**src/rtl/hb_up2_pkg.sv**
```systemverilog
// hb_up2_pkg: shared sequencer state encoding and status counter width
package hb_up2_pkg;
  localparam int CNT_W = 16;
  typedef enum logic [1:0] {IDLE, RUN_D, RUN_Z, FLUSH} state_t;
endpackage

```
**src/rtl/sat_cnt.sv**
```systemverilog
// sat_cnt: saturating event counter with clear; a coincident event wins over clear (result 1)
// ports: clk, rst_n (async, active-low), clr, inc, cnt
module sat_cnt
  import hb_up2_pkg::*;
#(
  parameter int W = CNT_W
) (
  input  logic         clk,
  input  logic         rst_n,
  input  logic         clr,
  input  logic         inc,
  output logic [W-1:0] cnt
);
  always_ff @(posedge clk or negedge rst_n)
    if (!rst_n) cnt <= '0;
    else if (clr) cnt <= inc ? W'(1) : '0;
    else if (inc && !(&cnt)) cnt <= cnt + W'(1);
endmodule

```
**src/rtl/hb_up2_seq.sv**
```systemverilog
// hb_up2_seq: zero-stuffing sequencer around an external 2x half-band upsampling filter
// ports: clk, rst_n (async, active-low); enable; s_data/s_valid/s_ready sample input;
//        hb_xin/hb_yout0/hb_yout1/hb_ovf filter link; m_data0/m_data1/m_valid/m_last output pair;
//        busy; ovf_clr/ovf_sticky/ovf_count overflow status; urun_count underruns
module hb_up2_seq
  import hb_up2_pkg::*;
#(
  parameter int XIN_WIDTH   = 16,
  parameter int YOUT_WIDTH  = 16,
  parameter int DUT_LATENCY = 6,
  parameter int FLUSH_PAIRS = 8
) (
  input  logic                  clk,
  input  logic                  rst_n,
  input  logic                  enable,
  input  logic [XIN_WIDTH-1:0]  s_data,
  input  logic                  s_valid,
  output logic                  s_ready,
  output logic [XIN_WIDTH-1:0]  hb_xin,
  input  logic [YOUT_WIDTH-1:0] hb_yout0,
  input  logic [YOUT_WIDTH-1:0] hb_yout1,
  input  logic                  hb_ovf,
  output logic [YOUT_WIDTH-1:0] m_data0,
  output logic [YOUT_WIDTH-1:0] m_data1,
  output logic                  m_valid,
  output logic                  m_last,
  output logic                  busy,
  input  logic                  ovf_clr,
  output logic                  ovf_sticky,
  output logic [CNT_W-1:0]      ovf_count,
  output logic [CNT_W-1:0]      urun_count
);
  localparam int FW = $clog2(2 * FLUSH_PAIRS);
  state_t                 state;
  logic [FW-1:0]          fcnt;
  logic [DUT_LATENCY-1:0] tag_v, tag_l;
  logic                   issue, issue_last, cap, ovf_ev;
  assign s_ready    = state == RUN_D;
  // flush keeps the zero-stuffed cadence: even flush cycles are data phases carrying zero
  assign issue      = s_ready || (state == FLUSH && !fcnt[0]);
  assign issue_last = state == FLUSH && fcnt == FW'(2 * FLUSH_PAIRS - 2);
  // tag leaving the shift register marks the cycle the filter presents that phase's pair
  assign cap        = tag_v[DUT_LATENCY-1];
  assign ovf_ev     = cap && hb_ovf;
  // m_valid term keeps busy high through the final output pair
  assign busy       = (state != IDLE) || (|tag_v) || m_valid;
  always_ff @(posedge clk or negedge rst_n)
    if (!rst_n) begin
      state      <= IDLE;
      fcnt       <= '0;
      tag_v      <= '0;
      tag_l      <= '0;
      hb_xin     <= '0;
      m_data0    <= '0;
      m_data1    <= '0;
      m_valid    <= 1'b0;
      m_last     <= 1'b0;
      ovf_sticky <= 1'b0;
    end else begin
      state   <= (state == IDLE)  ? (enable ? RUN_D : IDLE) :
                 (state == RUN_D) ? RUN_Z :
                 (state == RUN_Z) ? (enable ? RUN_D : FLUSH) :
                 (fcnt == FW'(2 * FLUSH_PAIRS - 1)) ? IDLE : FLUSH;
      fcnt    <= (state == FLUSH) ? fcnt + FW'(1) : '0;
      hb_xin  <= (s_ready && s_valid) ? s_data : '0;
      tag_v   <= (tag_v << 1) | DUT_LATENCY'(issue);
      tag_l   <= (tag_l << 1) | DUT_LATENCY'(issue_last);
      m_valid <= cap;
      m_last  <= tag_l[DUT_LATENCY-1];
      if (cap) begin
        m_data0 <= hb_yout0;
        m_data1 <= hb_yout1;
      end
      if (ovf_ev) ovf_sticky <= 1'b1;
      else if (ovf_clr) ovf_sticky <= 1'b0;
    end
  sat_cnt #(.W(CNT_W)) u_ovf_cnt (
    .clk(clk), .rst_n(rst_n), .clr(ovf_clr), .inc(ovf_ev), .cnt(ovf_count)
  );
  sat_cnt #(.W(CNT_W)) u_urun_cnt (
    .clk(clk), .rst_n(rst_n), .clr(1'b0), .inc(s_ready && !s_valid), .cnt(urun_count)
  );
endmodule

```
**config.mk**
```make
export PLATFORM = sky130hd
export DESIGN_NAME = hb_up2_seq
export DESIGN_NICKNAME = d
export VERILOG_FILES = /design/src/rtl/hb_up2_pkg.sv /design/src/rtl/sat_cnt.sv /design/src/rtl/hb_up2_seq.sv
export SDC_FILE = /design/constraint.sdc
export NUM_CORES = 1
export LEC_CHECK = 0
export CAP_MARGIN = 20
export CORE_MARGIN = 10
export CORE_UTILIZATION = 41
export DETAILED_ROUTE_END_ITERATION = 10
export GPL_ROUTABILITY_DRIVEN = 0
export PLACE_DENSITY = 0.76
export SETUP_SLACK_MARGIN = 0.3
export SLEW_MARGIN = 20
export SYNTH_ARGS = -nofsm -noshare
export SYNTH_HDL_FRONTEND = slang
export SYNTH_SLANG_ARGS = --single-unit
```
**constraint.sdc**
```tcl
create_clock -name clk -period 1.86 [get_ports clk]
set_clock_uncertainty 0.2 [all_clocks]
set_input_delay 0.465 -clock clk [delete_from_list [all_inputs] [get_ports clk]]
set_output_delay 0.465 -clock clk [all_outputs]
set_load 0.05 [all_outputs]
```
==> flow_summary.yaml, run 1 <==
run_status:
  status: "complete, but fails checks"
  violations: "setup timing"
critical_path:
  slowest_delay_ns: 0.51
  worst-setup-path-type: "flop to flop"
  critPathLaunchType: "flop"
  arrival_ns: 2.17
  path_cells: "ha_4 > nand4_1 > nor3_2 > or4b_4 > mux2_4"
  cp.required_ns: 1.93
  crit_buf_inv: 0
  critPathMaxFanout: 3
  cpLargestDelayFamily: "simple AND/OR/NAND/NOR gates"
  crit_slowest_cell: "or4b_4"
  end_kind: "flop"
clocking:
  htreeDepth: 3
  cts_tree: "built"
  cts_buffer_depth: 2
  numCtsBuffers: 9
  clock_latency_ns: 0.37
  clockRootBuffer: "clkbuf_8"
  cts_sinks: 101
  clk_pin_slew_ns: 0.11
global_route:
  grt_max_degree: 41
  grt_pass1_wl_um: 22100
  gr-total-overflow: 0
  grt_antenna_before_repair: 0
  grt_pass1_vias: 4126
  track_usage: 0.193
placed_design:
  dp_slack_ns: -0.506
  hpwl_um: 9180
  dp_cells: 630
  io_buffers: 138
layout:
  layout_common_cells: "buf_12 (88), dfrtp_1 (71), buf_4 (71)"
  areaGrowthSynthToFinish_pct: 99.3
  layout_commonest_cell: "buf_12"
  layout.cells.non_filler: 720
  n_antenna_cell: 0
  nets: 640
  drive_gt1_frac: 0.581
drt:
  drtAntennaViolNets: 0
  route.detailed.drc: 0
  wl_met2_um: 8130
  routedLengthMet1_um: 5520
  drt_iter0_drc: 185
  dr.pass1.iters: 4
  vias_per_cell: 5.24
  wl_per_cell_um: 21.3
  highest_layer: "met4"
  met3_wirelength_um: 1140
  routed_wl_um: 15300
  num_vias: 3773
yosys:
  synth.ff_latch_count: 101
  synth_fp_nets: 378
  netlist_top_cells_area: "dfrtp_1 (62%), mux2_2 (9.9%), and3_1 (3.2%)"
  netlist.top_cell.by_area: "dfrtp_1"
  yosysTopAreaCellShare: 0.616
  ys_seq_area_frac: 0.616
  ys_warn_count: 0
  syn_area_mm2: 0.00410
  ys_types: 46
  postSynthCellCount: 320
  syn-mean-instance-area_um2: 12.8
floorplanning:
  die_h_um: 120
  start_util: 0.420
  dieWidth_um: 120
  rows: 36
  dieArea_mm2: 0.0144
  ios: 139
  core_mm2: 0.00977
flow_run:
  cap_violations: 0
sta:
  slew_viol_final: 0
  setup_viol: 28
  period_needed_ns: 2.10
  holdWs_ns: 0.158
  setup_slack_ns: -0.242
  maxSlewHeadroom: 0.735
  hold_viol_final: 0
  fmax_ghz: 0.476
  rsz0062_at_grt: "true"
  period_share: 1.13
  tightestPinTransition_ns: 0.392
power_and_ir_drop:
  share_comb_of_total_power: 0.548
  seq_power_share: 0.323
  leakagePower_nw: 3.66
  power_switching_w: 0.00443
  swShare: 0.410
  vdd_drop_max_mv: 0.914
  power.clock.fraction: 0.129
  intPower_w: 0.00638
  finalPower_w: 0.0108
  power.density_mw_per_mm2: 1320
min_path:
  hp-class: "flop to flop"
synth_stat cells (all sizes together):
| cell type | n |
|---|---|
| nor3b | 1 |
| a311oi | 1 |
| nand4b | 1 |
| and3 | 21 |
| inv | 7 |
| or4b | 3 |
| mux2 | 37 |
| clkbuf | 5 |
| nor2 | 18 |
| or3 | 1 |
| nor4b | 1 |
| nor2b | 5 |
| or3b | 1 |
| o41ai | 1 |
| o21ai | 4 |
| and2 | 1 |
| a21oi | 15 |
| a21boi | 1 |
| and4 | 4 |
| o31ai | 5 |
| a22o | 1 |
| nand3 | 14 |
| mux2i | 1 |
| nand4 | 14 |
| a41o | 1 |
| xnor2 | 11 |
| a41oi | 2 |
| nor4 | 5 |
| buf | 5 |
| dfrtp | 101 |
| xor2 | 5 |
| a211oi | 1 |
| ha | 4 |
| nand2b | 2 |
| nand2 | 11 |
| or4 | 5 |
| nor3 | 4 |
path summary, 6_finish.rpt:
path	from	end	slack (ns)	cells after the start
setup / recovery	u_ovf_cnt.cnt[0]	u_ovf_cnt.cnt[9]	-0.24	5
hold / removal	tag_l[2]	tag_l[3]	0.16	0
setup reg to reg	u_ovf_cnt.cnt[0]	u_ovf_cnt.cnt[9]	-0.24	5
hold reg to reg	tag_l[2]	tag_l[3]	0.16	0
max in group asynchronous	rst_n	u_urun_cnt.cnt[0]	0.56	3
min in group asynchronous	rst_n	u_ovf_cnt.cnt[10]	0.34	2
registers in the layout, indices dropped and copies added, names as in the netlist:
name and cells:
tag_l 6, ovf_sticky 1, state 2, u_ovf_cnt.cnt 16, m_valid 1, fcnt 4
u_urun_cnt.cnt 16, m_data0 16, m_last 1, tag_v 6, hb_xin 16, m_data1 16
power groups by stage:
stage | combinational [W] | clock, W | sequential [W]
global placement | 0.00526 | 0 | 0.00347
floorplan | 0.00109 | 0 | 0.00487
finish | 0.00592 | 0.00140 | 0.00349
global route | 0.00616 | 0.00150 | 0.00357
CTS | 0.00578 | 0.00139 | 0.00348
detailed placement | 0.00535 | 0 | 0.00353
cell families (layout without fill, tap and decap cells):
logic type | count (synthesis) | after routing | synth area share
mux | 38 | 38 | 0.104
simple gates | 112 | 112 | 0.166
xor+xnor | 16 | 16 | 0.0342
flops | 101 | 101 | 0.616
compound gates | 32 | 32 | 0.0509
fa+ha+maj | 4 | 4 | 0.0122
buf+inv | 17 | 284 | 0.0162
what timing repair did:
action | CTS | global route
hold endpoints to repair | 23 | 0
endpoints found under the setup margin | 134 | 117
pin swaps | 31 | 16
hold buffers | 1 | 0
resized for setup | 63 | 34
buffers inserted | 52 | 21
final cells by class:
| cell class | instances | area, µm² |
|---|---|---|
| timing repair buffer | 261 | 3380 |
| multi-input combinational | 202 | 1850 |
| fill | 486 | 1600 |
| tap | 133 | 166 |
| sequential | 101 | 2560 |
| inverter | 7 | 26.3 |
| clock buffer | 9 | 124 |
| clock inverter | 7 | 65.1 |
through the flow:
| step | utilization | setup TNS [ns] | instance area (µm²) |
|---|---|---|---|
| after floorplan | - | -1.51 | 4310 |
| after global placement | 0.718 | -9.20 | 7020 |
| after detailed placement | 0.718 | -11.36 | 7020 |
| after CTS | 0.805 | -0.772 | 7870 |
| after global routing | 0.836 | -4.58 | 8170 |
| final | 0.836 | -2.99 | 8170 |
per-layer routing:
layer  vias to the layer above  global-route usage
li1                       1689                   -
met3                        43              0.0750
met4                         0              0.0694
met1                      1880               0.205
met2                       161               0.340
met5                         -                   0
(Power assumes the default switching activity.)
==> run 2, diff against run 1 <==
PLACE_DENSITY = 0.75   (was 0.76)
SYNTH_HIERARCHICAL = 1   (was not set)
==> run 2 against run 1 <==
Effect of this change:
- the run still ends with setup timing left
- largest cell class unchanged
- sequential power down 2%
- wire length down 7.3%
- highest routed layer unchanged
- fmax rose by 2.7%
- utilization decreased by 4.1 points
- clock power shrank 6%
- final cell count fell by 0.56%
- total power decreased by 7.4%
==> flow_summary.yaml, run 2 <==
run_status:
  status: "complete, but fails checks"
  violations: "setup timing"
yosys:
  ys_types: 40
  synth_fp_nets: 395
  yosys-top-cells-count: "dfrtp_1 (101), nor2_1 (38), mux2_2 (32), xor2_1 (26), o2111ai_1 (14)"
  postSynthCellCount: 337
  netlist.top_cell.by_area: "dfrtp_1"
  synthArstFlopShare: 1.00
  yosysMostFrequentCell: "dfrtp_1"
  synth-edff-count: 0
  syn-mean-instance-area_um2: 12.6
  ys_seq_area_frac: 0.595
  ys.flop_type: "dfrtp_1"
  netlist_top_cells_area: "dfrtp_1 (59%), mux2_2 (8.5%), xor2_1 (5.4%)"
  syn_area_mm2: 0.00425
  synth.ff_latch_count: 101
  yosysTopAreaCellShare: 0.595
  ys_warn_count: 6
layout:
  layout_commonest_cell: "buf_12"
  n_antenna_cell: 0
  drive_gt1_frac: 0.574
  nets: 633
  fill_cells: 557
  layout_common_cells: "buf_12 (88), dfrtp_1 (67), buf_4 (64)"
  multi_input_area_mm2: 0.00202
  final_util: 0.795
  areaGrowthSynthToFinish_pct: 91.4
  seq_area_mm2: 0.00257
clocking:
  numCtsBuffers: 9
  clockRootBuffer: "clkbuf_8"
  clock_latency_ns: 0.38
  cts_buffer_depth: 2
  cts_tree: "built"
  htreeDepth: 3
  cts_sinks: 101
  clk_pin_slew_ns: 0.11
min_path:
  hold_start: "tag_l[2]"
  hp-class: "flop to flop"
sta:
  holdWs_ns: 0.144
  slew_viol_final: 0
  rsz0062_at_grt: "true"
  fmax_ghz: 0.488
  period_share: 1.10
  setup_viol: 4
  setup_slack_ns: -0.188
  hold_viol_final: 0
  period_needed_ns: 2.05
drt:
  num_vias: 3633
  routed_wl_um: 14200
  drtAntennaViolNets: 0
  vias_per_cell: 5.07
  wl_per_cell_um: 19.8
  drt_iter0_drc: 220
  dr.pass1.iters: 4
  route.detailed.drc: 0
power_and_ir_drop:
  power_switching_w: 0.00403
  swShare: 0.402
  vdd_drop_max_mv: 0.908
  leakagePower_nw: 3.55
  seq_power_share: 0.341
  share_comb_of_total_power: 0.528
  power.density_mw_per_mm2: 1230
  power.clock.fraction: 0.131
  intPower_w: 0.00599
floorplanning:
  die_h_um: 122
  dieWidth_um: 122
  ios: 139
  core_mm2: 0.0102
  rows: 37
  dieArea_mm2: 0.0148
  start_util: 0.415
flow_run:
  cap_violations: 0
critical_path:
  slowest_delay_ns: 0.42
  critPathLaunchType: "flop"
  r2r_start: "state[0]"
  end_kind: "output pin"
  path_cells: "nor4_4 > nand3_4 > buf_12"
  critPathMaxFanout: 2
  rrSetupSlack_ns: -0.01
  r2r-end: "u_urun_cnt/cnt[5]"
  crit_slowest_cell: "dfrtp_1"
  worstRegToRegCells: 9
  arrival_ns: 1.38
  startpoint: "tag_v[2]"
  endpoint: "busy"
  worst-setup-path-type: "flop to output pin"
  cp.required_ns: 1.19
global_route:
  gr-total-overflow: 0
  grt_pass1_wl_um: 21000
  track_usage: 0.181
  grt_max_degree: 32
  grt_antenna_before_repair: 0
  grt_pass1_vias: 3817
placed_design:
  hpwl_um: 8980
  io_buffers: 138
[run 2: changes by cell type after synthesis, sizes merged, moves of 5 or more]
| cell | previous run | this run |
|---|---|---|
| nand4 | 14 | 4 |
| o2111ai | 0 | 16 |
| o31ai | 5 | 0 |
| xnor2 | 11 | 3 |
| a21oi | 15 | 0 |
| o211ai | 0 | 6 |
| buf | 5 | 13 |
| and2 | 1 | 23 |
| mux2 | 37 | 32 |
| xor2 | 5 | 26 |
| and3 | 21 | 2 |
| or4 | 5 | 0 |
| nor2 | 18 | 38 |
[run 2: cell type report]
cell class | instances | share of cell area
timing repair buffer | 241 | 0.391
multi-input combinational | 216 | 0.248
inverter | 6 | 0.00277
clock inverter | 6 | 0.00585
tap | 136 | 0.0209
sequential | 101 | 0.316
clock buffer | 10 | 0.0157
[run 2: kinds of logic after synthesis]
logic type | share of synthesized area
simple gates | 0.148
other cells | 0.000883
fa+ha+maj | 0.0118
xor+xnor | 0.0598
buf+inv | 0.0345
mux | 0.0919
compound gates | 0.0589
flops | 0.595
[run 2: worst min path at each step]
| stage | slack, ns | to | cells past startpoint |
|---|---|---|---|
| floorplan | -0.03 | fcnt[0] | 0 |
| global placement | 0.13 | tag_l[5] | 0 |
| detailed placement | 0.13 | tag_l[4] | 0 |
| CTS | 0.16 | tag_l[3] | 0 |
| global route | 0.15 | tag_l[3] | 0 |
| finish | 0.14 | tag_l[3] | 0 |
[run 2: repair_timing]
item / in CTS / in global routing
pin swaps: 30 / 31
resized for setup: 59 / 17
hold endpoints to repair: 27 / 0
endpoints found under the setup margin: 117 / 117
hold buffers: 1 / 0
buffers inserted: 41 / 20
gates cloned: 3 / 0
[run 2: critical path: cells and delay by family (launching register included)]
| kind | cells | cell delay (ns) |
|---|---|---|
| buffers and inverters | 1 | 0.16 |
| DFF | 1 | 0.42 |
| and+or+nand+nor | 2 | 0.43 |
[run 2: layer usage]
metal,up-vias,track usage,wire length (µm),part of all wire
li1,1647,-,-,-
met1,1834,0.191,5230,0.37
met2,127,0.338,7920,0.56
met3,25,0.0421,776,0.055
met4,0,0.0671,284,0.020
met5,-,0,0,0
[run 2: power by group through the flow]
stage / Clock, W / Sequential, W / Combinational, W
2_1_floorplan: 0 / 0.00468 / 0.00109
3_3_place_gp: 0 / 0.00336 / 0.00491
3_5_place_dp: 0 / 0.00342 / 0.00500
4_1_cts: 0.00133 / 0.00340 / 0.00521
5_1_grt: 0.00145 / 0.00348 / 0.00549
6_report: 0.00131 / 0.00341 / 0.00529
[run 2: metrics by stage]
stage                     power, W  setup WS, ns  setup TNS (ns)  instance area [µm²]  instances
final                       0.0100        -0.188          -0.348                 8130        716
after global routing        0.0104        -0.279           -2.08                 8130        716
after CTS                  0.00994        -0.209          -0.254                 7870        696
after detailed placement   0.00842        -0.283           -4.07                 7120        635
after global placement     0.00827        -0.234           -2.91                 7120        635
after floorplan            0.00577        -0.122           -2.14                 4530        337
==> run 3, diff against run 2 <==
CORE_UTILIZATION = 49   (was 41)
HOLD_SLACK_MARGIN = 0.05   (was not set)
PLACE_DENSITY = 0.85   (was 0.75)
clock period = 2.6 ns   (was 1.86 ns; I/O delays follow)
==> run 3 against run 2 <==
Effect of this change:
- the flow now finishes without violations
- final cell count decreased by 18%
- utilization decreased by 8.8 points
- flip-flop and latch count unchanged
- non-clock buffer count decreased by 93
- cell area decreased by 27%
- critical path type unchanged
==> flow_summary.yaml, run 3 (synthesis results as in run 2) <==
run_status:
  status: "completed"
sta:
  maxSlewHeadroom: 0.562
  slew_viol_final: 0
  rsz0062_at_grt: "false"
  fmax_ghz: 0.449
  period_share: 0.856
  setup_viol: 0
  tightestPinTransition_ns: 0.648
  setup_tns_ns: 0
  hold_viol_final: 0
  period_needed_ns: 2.23
clocking:
  cts_tree: "built"
  clk_pin_slew_ns: 0.09
  postCtsHoldBufs: 0
  numCtsBuffers: 9
  cts_setup_buffers: 0
  clockRootBuffer: "clkbuf_8"
  clock_latency_ns: 0.35
  cts_buffer_depth: 2
  cts_sinks: 101
  htreeDepth: 3
critical_path:
  r2r-end: "u_urun_cnt/cnt[1]"
  worst-setup-path-type: "flop to output pin"
  path_cells: "nor3_1 > nand3_1 > buf_12"
  critPathMaxFanout: 9
  critPathLaunchType: "flop"
  cp.required_ns: 1.75
  r2r_start: "u_urun_cnt/cnt[12]"
  rrSetupSlack_ns: 0.51
  crit_slowest_cell: "dfrtp_2"
  startpoint: "state[0]"
  end_kind: "output pin"
  worstRegToRegCells: 5
  slowest_delay_ns: 0.47
  arrival_ns: 1.38
drt:
  routed_wl_um: 10400
  drt_iter0_drc: 108
  vias_per_cell: 5.21
  drtAntennaViolNets: 0
  route.detailed.drc: 0
  dr.pass1.iters: 4
  num_vias: 3067
  wl_per_cell_um: 17.6
layout:
  drive_gt1_frac: 0.169
  fin_area_mm2: 0.00590
  layout_commonest_cell: "dfrtp_1"
  areaGrowthSynthToFinish_pct: 38.8
  layout_common_cells: "dfrtp_1 (99), dlygate4sd2_1 (83), clkdlybuf4s50_1 (52)"
  n_antenna_cell: 0
  nets: 537
floorplanning:
  start_util: 0.509
  dieWidth_um: 113
  die_h_um: 113
  dieArea_mm2: 0.0128
  core_mm2: 0.00834
  rows: 33
  ios: 139
global_route:
  grt_antenna_before_repair: 0
  grt_pass1_vias: 3223
  grt_pass1_wl_um: 16900
  gr-total-overflow: 0
  grt_max_degree: 53
  track_usage: 0.162
power_and_ir_drop:
  vdd_drop_max_mv: 0.573
  leakagePower_nw: 2.85
  power.density_mw_per_mm2: 1010
placed_design:
  dpl_cell_area_mm2: 0.00573
  io_buffers: 138
  hpwl_um: 7980
min_path:
  hp-class: "primary input to async pin"
flow_run:
  cap_violations: 0
-- run 3: cell count changes in the layout (fill, tap and decap cells not counted), moves of 9 or more --
cell | previous run | this run
o2111ai_2 | 11 | 2
dfrtp_2 | 34 | 2
buf_6 | 36 | 0
buf_4 | 64 | 11
dlygate4sd2_1 | 1 | 83
o2111ai_1 | 0 | 14
buf_12 | 88 | 2
dfrtp_1 | 67 | 99
-- run 3: layer usage --
metal,share of wire,global-route usage,routed length (µm),vias to the layer above
met5,0,0,0,-
met4,0.0076,0.0398,79,0
met3,0.062,0.0549,644,6
met2,0.51,0.273,5260,98
met1,0.42,0.195,4400,1511
li1,-,-,-,1452
-- run 3: critical path: cells and delay by family, from the launching register on --
kind	cells	cell delay (ns)
DFF	1	0.47
and+or+nand+nor	2	0.38
buffers and inverters	1	0.18
-- run 3: worst max path at each step --
stage,endpoint,cells past startpoint,slack [ns]
6_report,busy,3,0.37
5_1_grt,busy,3,0.28
4_1_cts,busy,3,0.34
3_5_place_dp,u_urun_cnt/cnt[10],7,0.23
3_3_place_gp,u_ovf_cnt/cnt[10],7,0.31
2_1_floorplan,u_ovf_cnt/cnt[13],7,0.37
-- run 3: final cells by class --
class,instances,area (µm²)
Clock inverter,6,134
Sequential cell,101,2530
Fill cell,626,2440
Clock buffer,10,128
Inverter,6,22.5
Tap cell,105,131
Timing Repair Buffer,148,1370
Multi-Input combinational cell,213,1580
-- run 3: through the flow --
stage / total power, W / worst slack (ns) / std cells / hold WS [ns] / utilization
final: 0.00596 / 0.374 / 589 / 0.126 / 0.707
after global routing: 0.00626 / 0.282 / 589 / 0.167 / 0.707
after CTS: 0.00603 / 0.341 / 589 / 0.139 / 0.706
after detailed placement: 0.00500 / 0.229 / 573 / 0.135 / 0.687
after global placement: 0.00492 / 0.311 / 573 / 0.132 / 0.687
after floorplan: 0.00406 / 0.374 / 337 / 0.131 / -
-- run 3: what timing repair did --
action                     CTS  global route
setup endpoints to repair   83             1
pin swaps                    0             2
resized for setup           83             3
-- run 3: power breakdown --
part	leakage, nW	total [W]	switching, W	internal, W
Clock	0.131	0.00125	0.000511	0.000739
Combinational	1.42	0.00248	0.00168	0.000802
Sequential	1.30	0.00223	0.000242	0.00199
